--- config.mk ---
export PLATFORM = sky130hd
export DESIGN_NAME = uart_tx_feeder
export DESIGN_NICKNAME = d
export VERILOG_FILES = /design/src/rtl/uart_pkg.sv /design/src/rtl/uart_sync_fifo.sv /design/src/rtl/uart_tx_feeder.sv
export SDC_FILE = /design/constraint.sdc
export NUM_CORES = 1
export LEC_CHECK = 0
export ABC_AREA = 0
export CAP_MARGIN = 15
export CORE_MARGIN = 5
export CORE_UTILIZATION = 45
export DETAILED_ROUTE_END_ITERATION = 8
export MAX_ROUTING_LAYER = met4
export SLEW_MARGIN = 40
export SYNTH_ARGS = -nofsm -noshare
export SYNTH_HDL_FRONTEND = slang
export SYNTH_HIERARCHICAL = 1
export SYNTH_SLANG_ARGS = --single-unit
--- constraint.sdc ---
create_clock -name clk -period 5.4 [get_ports clk]
set_input_delay 0.54 -clock clk [delete_from_list [all_inputs] [get_ports clk]]
set_output_delay 0.54 -clock clk [all_outputs]
set_load 0.02 [all_outputs]
--- src/rtl/uart_pkg.sv ---
// Shared definitions for the UART transmit feeder: FSM encoding, default
// word width and a constant-foldable ceil(log2) helper.
package uart_pkg;

  localparam int DEFAULT_DATA_WIDTH = 8;

  typedef enum logic [1:0] {
    IDLE      = 2'd0,
    WAIT_ACK  = 2'd1,
    WAIT_DONE = 2'd2
  } feeder_state_t;

  function automatic int clog2(input int value);
    int result;
    result = 0;
    while ((1 << result) < value) result = result + 1;
    return result;
  endfunction

endpackage

--- src/rtl/uart_sync_fifo.sv ---
// Synchronous FIFO with registered full/empty flags and a sticky overflow.
// Exposes the occupancy count only when UART_TX_FEEDER_LEVEL_EN is defined.
module uart_sync_fifo
  import uart_pkg::*;
#(
  parameter int DATA_WIDTH = DEFAULT_DATA_WIDTH,
  parameter int FIFO_DEPTH = 16
) (
  input  logic                        clk,
  input  logic                        reset,
  input  logic                        flush,
  input  logic                        push_valid,
  input  logic [DATA_WIDTH-1:0]       push_data,
  output logic                        push_ready,
  input  logic                        pop,
  output logic [DATA_WIDTH-1:0]       head,
  output logic                        empty,
  output logic                        full,
  output logic                        overflow
`ifdef UART_TX_FEEDER_LEVEL_EN
  ,
  output logic [clog2(FIFO_DEPTH):0]  count
`endif
);

  localparam int AW = clog2(FIFO_DEPTH);
  localparam logic [AW:0] DEPTH_CNT = (AW+1)'(FIFO_DEPTH);

  logic [DATA_WIDTH-1:0] mem [FIFO_DEPTH];
  logic [AW-1:0]         wr_ptr;
  logic [AW-1:0]         rd_ptr;
  logic [AW:0]           count_q;
  logic [AW:0]           count_next;
  logic                  do_push;
  logic                  do_pop;

  // Ready comes only from the registered full flag, so a pop in the same
  // cycle never frees a slot for a write-through.
  assign push_ready = !full;
  assign do_push    = push_valid && !full && !flush;
  assign do_pop     = pop && !empty && !flush;
  assign head       = mem[rd_ptr];

`ifdef UART_TX_FEEDER_LEVEL_EN
  assign count = count_q;
`endif

  always_comb begin
    count_next = count_q;
    if (do_push && !do_pop) begin
      count_next = count_q + 1'b1;
    end else if (do_pop && !do_push) begin
      count_next = count_q - 1'b1;
    end
  end

  always_ff @(posedge clk or negedge reset) begin
    if (!reset) begin
      wr_ptr   <= '0;
      rd_ptr   <= '0;
      count_q  <= '0;
      empty    <= 1'b1;
      full     <= 1'b0;
      overflow <= 1'b0;
    end else if (flush) begin
      wr_ptr   <= '0;
      rd_ptr   <= '0;
      count_q  <= '0;
      empty    <= 1'b1;
      full     <= 1'b0;
      overflow <= 1'b0;
    end else begin
      if (do_push) wr_ptr <= wr_ptr + 1'b1;
      if (do_pop)  rd_ptr <= rd_ptr + 1'b1;
      count_q <= count_next;
      empty   <= (count_next == '0);
      full    <= (count_next == DEPTH_CNT);
      if (push_valid && full) overflow <= 1'b1;
    end
  end

  always_ff @(posedge clk) begin
    if (do_push) mem[wr_ptr] <= push_data;
  end

endmodule

--- src/rtl/uart_tx_feeder.sv ---
// Buffers system writes in a FIFO and launches them one at a time into a UART
// transmitter. Optional fifo_level output: define UART_TX_FEEDER_LEVEL_EN.
module uart_tx_feeder
  import uart_pkg::*;
#(
  parameter int DATA_WIDTH  = DEFAULT_DATA_WIDTH,
  parameter int FIFO_DEPTH  = 16,
  parameter int ACK_TIMEOUT = 4
) (
  input  logic                        clk,
  input  logic                        reset,
  input  logic                        flush,
  input  logic                        wr_valid,
  input  logic [DATA_WIDTH-1:0]       wr_data,
  output logic                        wr_ready,
  input  logic                        tx_busy,
  output logic                        tx_data_valid,
  output logic [DATA_WIDTH-1:0]       tx_parallel_data,
  output logic                        fifo_empty,
  output logic                        fifo_full,
  output logic                        overflow,
  output logic [1:0]                  fsm_state
`ifdef UART_TX_FEEDER_LEVEL_EN
  ,
  output logic [clog2(FIFO_DEPTH):0]  fifo_level
`endif
);

  localparam logic [7:0] TIMEOUT_LOAD = 8'(ACK_TIMEOUT);

  // Write port: a word is accepted on a rising edge where wr_valid && wr_ready
  // and flush is low. Launch side: tx_data_valid is a one-cycle pulse, and the
  // transmitter acknowledges by raising tx_busy until the word is shifted out.
  feeder_state_t         state_q;
  feeder_state_t         state_next;
  logic [DATA_WIDTH-1:0] head;
  logic                  launch;
  logic                  valid_next;
  logic [DATA_WIDTH-1:0] data_next;
  logic [7:0]            timer_q;
  logic [7:0]            timer_next;

  uart_sync_fifo #(
    .DATA_WIDTH (DATA_WIDTH),
    .FIFO_DEPTH (FIFO_DEPTH)
  ) u_fifo (
    .clk        (clk),
    .reset      (reset),
    .flush      (flush),
    .push_valid (wr_valid),
    .push_data  (wr_data),
    .push_ready (wr_ready),
    .pop        (launch),
    .head       (head),
    .empty      (fifo_empty),
    .full       (fifo_full),
    .overflow   (overflow)
`ifdef UART_TX_FEEDER_LEVEL_EN
    ,
    .count      (fifo_level)
`endif
  );

  assign launch    = (state_q == IDLE) && !fifo_empty && !tx_busy && !flush;
  assign fsm_state = state_q;

  always_ff @(posedge clk or negedge reset) begin
    if (!reset) begin
      state_q <= IDLE;
    end else begin
      state_q <= state_next;
    end
  end

  // Flush is deliberately ignored outside IDLE so an in-flight word completes.
  always_comb begin
    state_next = state_q;
    case (state_q)
      IDLE: begin
        if (launch) state_next = WAIT_ACK;
      end
      WAIT_ACK: begin
        if (tx_busy) begin
          state_next = WAIT_DONE;
        end else if (timer_q <= 8'd1) begin
          state_next = IDLE;
        end
      end
      WAIT_DONE: begin
        if (!tx_busy) state_next = IDLE;
      end
      default: state_next = IDLE;
    endcase
  end

  always_comb begin
    valid_next = launch;
    data_next  = launch ? head : tx_parallel_data;
    timer_next = 8'd0;
    if (launch) begin
      timer_next = TIMEOUT_LOAD;
    end else if (state_q == WAIT_ACK && !tx_busy && timer_q > 8'd1) begin
      timer_next = timer_q - 8'd1;
    end
  end

  always_ff @(posedge clk or negedge reset) begin
    if (!reset) begin
      tx_data_valid    <= 1'b0;
      tx_parallel_data <= '0;
      timer_q          <= 8'd0;
    end else begin
      tx_data_valid    <= valid_next;
      tx_parallel_data <= data_next;
      timer_q          <= timer_next;
    end
  end

endmodule

==> flow_summary.ini <==
[outcome]
outcome = finished clean

[floorplanning]
die-area_um2 = 17730
die_y_um = 133.2
core_area_um2 = 15030
start_util_pct = 45.41
rows = 45
ios = 28
die_w_um = 133.2

[global_route]
grtUsageMet3_pct = 3.210
grt_max_degree = 38
grt_util_met1_pct = 23.81
grt_pass1_vias = 3712
grt_remaining_overflow = 0
busiest_layer = met2
grt_use_met2_pct = 25.87
grt_pass1_wl_mm = 22.25
grt_use_total_pct = 17.10
antenna_found_initial = 0

[yosys]
ys_warn_count = 6
synth_top_family_by_area = multiplexers
netlist_instances = 433
yosysSeqAreaShare_pct = 69.15
synth.area.mux_share_pct = 11.44
synthSimpleGateAreaFrac_pct = 7.405
synth_ff_type = edfxtp_1
syn_area_um2 = 6827
syn_nets = 455
synthAdderAreaFrac_pct = 1.650
synth_compound_area_share_pct = 6.488
ys_types = 50
synth_area_per_cell_um2 = 15.77
synth-xor-area-share_pct = 1.668
synthArstFlopShare_pct = 21.47
synth-edff-count = 128
ys_seq_elements = 163

[timing]
timing.final.crit_period_ns = 2.860
max_freq_mhz = 349.7
fin_crit_sh_pct = 52.96
hold_violations = 0
tightest_slew_ns = 0.8477
skew_ns = 0.01109
maxSlewViolCount = 0
relSlewSlack_pct = 43.28
setup-tns-final_ns = 0
worst_hold_slack_ns = 0.06224
rsz0062_at_grt = false
setup_ws_ns = 2.540
setup_viol = 0

[power]
intPower_uw = 2231
clkPwrFrac_pct = 43.4
p_leak_uw = 0.002695
p_switching_uw = 655.3
p_seq_share_pct = 49.3
ir_drop_uv = 153.8
switching_share_pct = 22.71
power_density_nw_per_um2 = 365.2
p_comb_share_pct = 7.3

[final_layout]
fin_nets = 485
final_area_um2 = 7903
area_growth_pct = 15.76
num_antenna_cells = 0
layout_commonest_cell = edfxtp_1
layout_common_cells = edfxtp_1 (128), dfrtp_1 (33), clkdlybuf4s50_1 (26)
final_layout_size_suffix_gt1_share_pct = 19.33

[detailed_routing]
routed_wl_mm = 14.14
via_per_inst = 5.688
routedWlPerCell_um = 21.30
drc_errors = 0
dr.pass1.iters = 7
ant_nets = 0
drt_iter0_drc = 289
vias = 3777

[cts]
cts_setup_buffers = 0
clock-sinks = 163
cts_resized = 0
cts-root-buf = clkbuf_16
clock_latency_ns = 0.42
numCtsBuffers = 17
htreeDepth = 4
clk_pin_slew_ns = 0.07
holdBufCountCts = 0
cts_tree = done
cts_buffer_depth = 2

[critical_path]
path_delay_family = simple AND/OR/NAND/NOR gates
cp-end-kind = flip-flop
worst-path-buf-inv = 1
ff2ff_path_depth = 7
reg2reg_slack_ns = 2.69
critPathLaunchType = primary input
cp_max_fo = 11
cpPeakStageDelay_ns = 0.60
arrival_ns = 3.18
required_ns = 5.72
worstSetupPathType = in2reg
cp_slowest_cell = or4_4
cp_cell_sequence = clkdlybuf4s50_1 -> or4_4 -> nor2_8 -> nor2b_1 -> nand3_1 -> a21o_1 -> a21oi_2 -> nor4b_1
cp.depth = 8

[placed_design]
dpl_worst_slack_ns = 2.082
gp_congestion = 0.8362
dp_hpwl_mm = 9.071
portBuffers = 27
placed_area_um2 = 7264

[hold_path]
hp-class = in2async

[run]
cap_violations = 0
-- synthesized netlist by cell type (2+ instances only) --
| master | number | area share [%] |
|---|---|---|
| a21oi_1 | 18 | 1.3 |
| a221oi_1 | 9 | 1.2 |
| a22oi_1 | 8 | 0.88 |
| and2_1 | 3 | 0.27 |
| and3_1 | 2 | 0.18 |
| buf_2 | 4 | 0.29 |
| buf_4 | 5 | 0.55 |
| clkbuf_1 | 8 | 0.44 |
| dfrtp_1 | 34 | 12 |
| edfxtp_1 | 128 | 56 |
| ha_1 | 9 | 1.6 |
| inv_1 | 9 | 0.49 |
| mux2_2 | 16 | 2.6 |
| mux2i_1 | 24 | 3.5 |
| mux4_2 | 16 | 5.3 |
| nand2_1 | 23 | 1.3 |
| nand2b_1 | 4 | 0.37 |
| nand3_1 | 7 | 0.51 |
| nand4_1 | 2 | 0.18 |
| nor2_1 | 30 | 1.6 |
| nor2b_1 | 2 | 0.18 |
| nor3_1 | 8 | 0.59 |
| nor4b_1 | 2 | 0.26 |
| o21ai_0 | 21 | 1.5 |
| o31ai_1 | 3 | 0.33 |
| or3_1 | 2 | 0.18 |
| or4_1 | 2 | 0.22 |
| xnor2_1 | 6 | 0.77 |
| xor2_1 | 7 | 0.90 |
-- per-layer routing --
metal | vias up | share of wire, %
met5 | - | 0
met4 | 0 | 1.4
met3 | 10 | 3.8
met2 | 89 | 49
met1 | 1954 | 46
li1 | 1724 | -
-- power groups by stage --
stage | clock network, uW | logic [uW] | registers [uW]
after floorplan | 0 | 77.7 | 1470
after global placement | 0 | 209 | 1450
after detailed placement | 0 | 211 | 1450
after CTS | 1270 | 213 | 1430
after global routing | 1330 | 225 | 1430
final | 1250 | 209 | 1420
-- area by class of cell --
type	count	area (um^2)
Tap cell	188	235.2
Inverter	9	33.78
Clock buffer	17	425.4
Fill cell	1198	7131
Multi-Input combinational cell	241	1988
Timing Repair Buffer	31	297.8
Sequential cell	163	4725
Clock inverter	15	197.7
-- kinds of logic after synthesis --
logic type	count (synthesis)
XOR/XNOR	13
adder cells (fa/ha/maj)	9
AO/OA/AOI/OAI	67
multiplexers	56
flip-flops	163
AND/OR/NAND/NOR	96
buffers and inverters	29
-- flip-flops by register name, indices dropped and copies added (netlist names) --
name / cells
u_fifo/mem: 128
timer_q: 8
tx_parallel_data: 8
u_fifo/count_q: 5
u_fifo/rd_ptr: 4
u_fifo/wr_ptr: 4
fsm_state: 2
tx_data_valid: 1
u_fifo/empty: 1
u_fifo/full: 1
u_fifo/overflow: 1
-- worst register-to-register path: stages, from the launching register on --
cell	delay, ns
dfrtp_1	0.42
or4_4	0.58
nor2_8	0.22
nor2b_1	0.57
nand3_1	0.25
a21o_1	0.22
a21oi_2	0.12
nor4b_1	0.23
-- stage by stage --
stage	std cells	utilization, %	power, uW
after global placement	632	48.17	1661
after CTS	664	52.47	2909
after global routing	664	52.57	2983
final	664	52.57	2886
after floorplan	433	-	1548
after detailed placement	632	48.32	1662
-- path summary, 6_finish.rpt --
path                                              from                            to
max                                            tx_busy         u_fifo/full$_DFF_PN0_
min                                              reset          timer_q[6]$_DFF_PN0_
max reg2reg                   fsm_state[1]$_DFFE_PN0P_         u_fifo/full$_DFF_PN0_
min reg2reg                u_fifo/overflow$_DFFE_PN0P_   u_fifo/overflow$_DFFE_PN0P_
max in group asynchronous                        reset  u_fifo/rd_ptr[0]$_DFFE_PN0P_
min in group clk           u_fifo/overflow$_DFFE_PN0P_   u_fifo/overflow$_DFFE_PN0P_
Power figures use the tool's default switching activity.
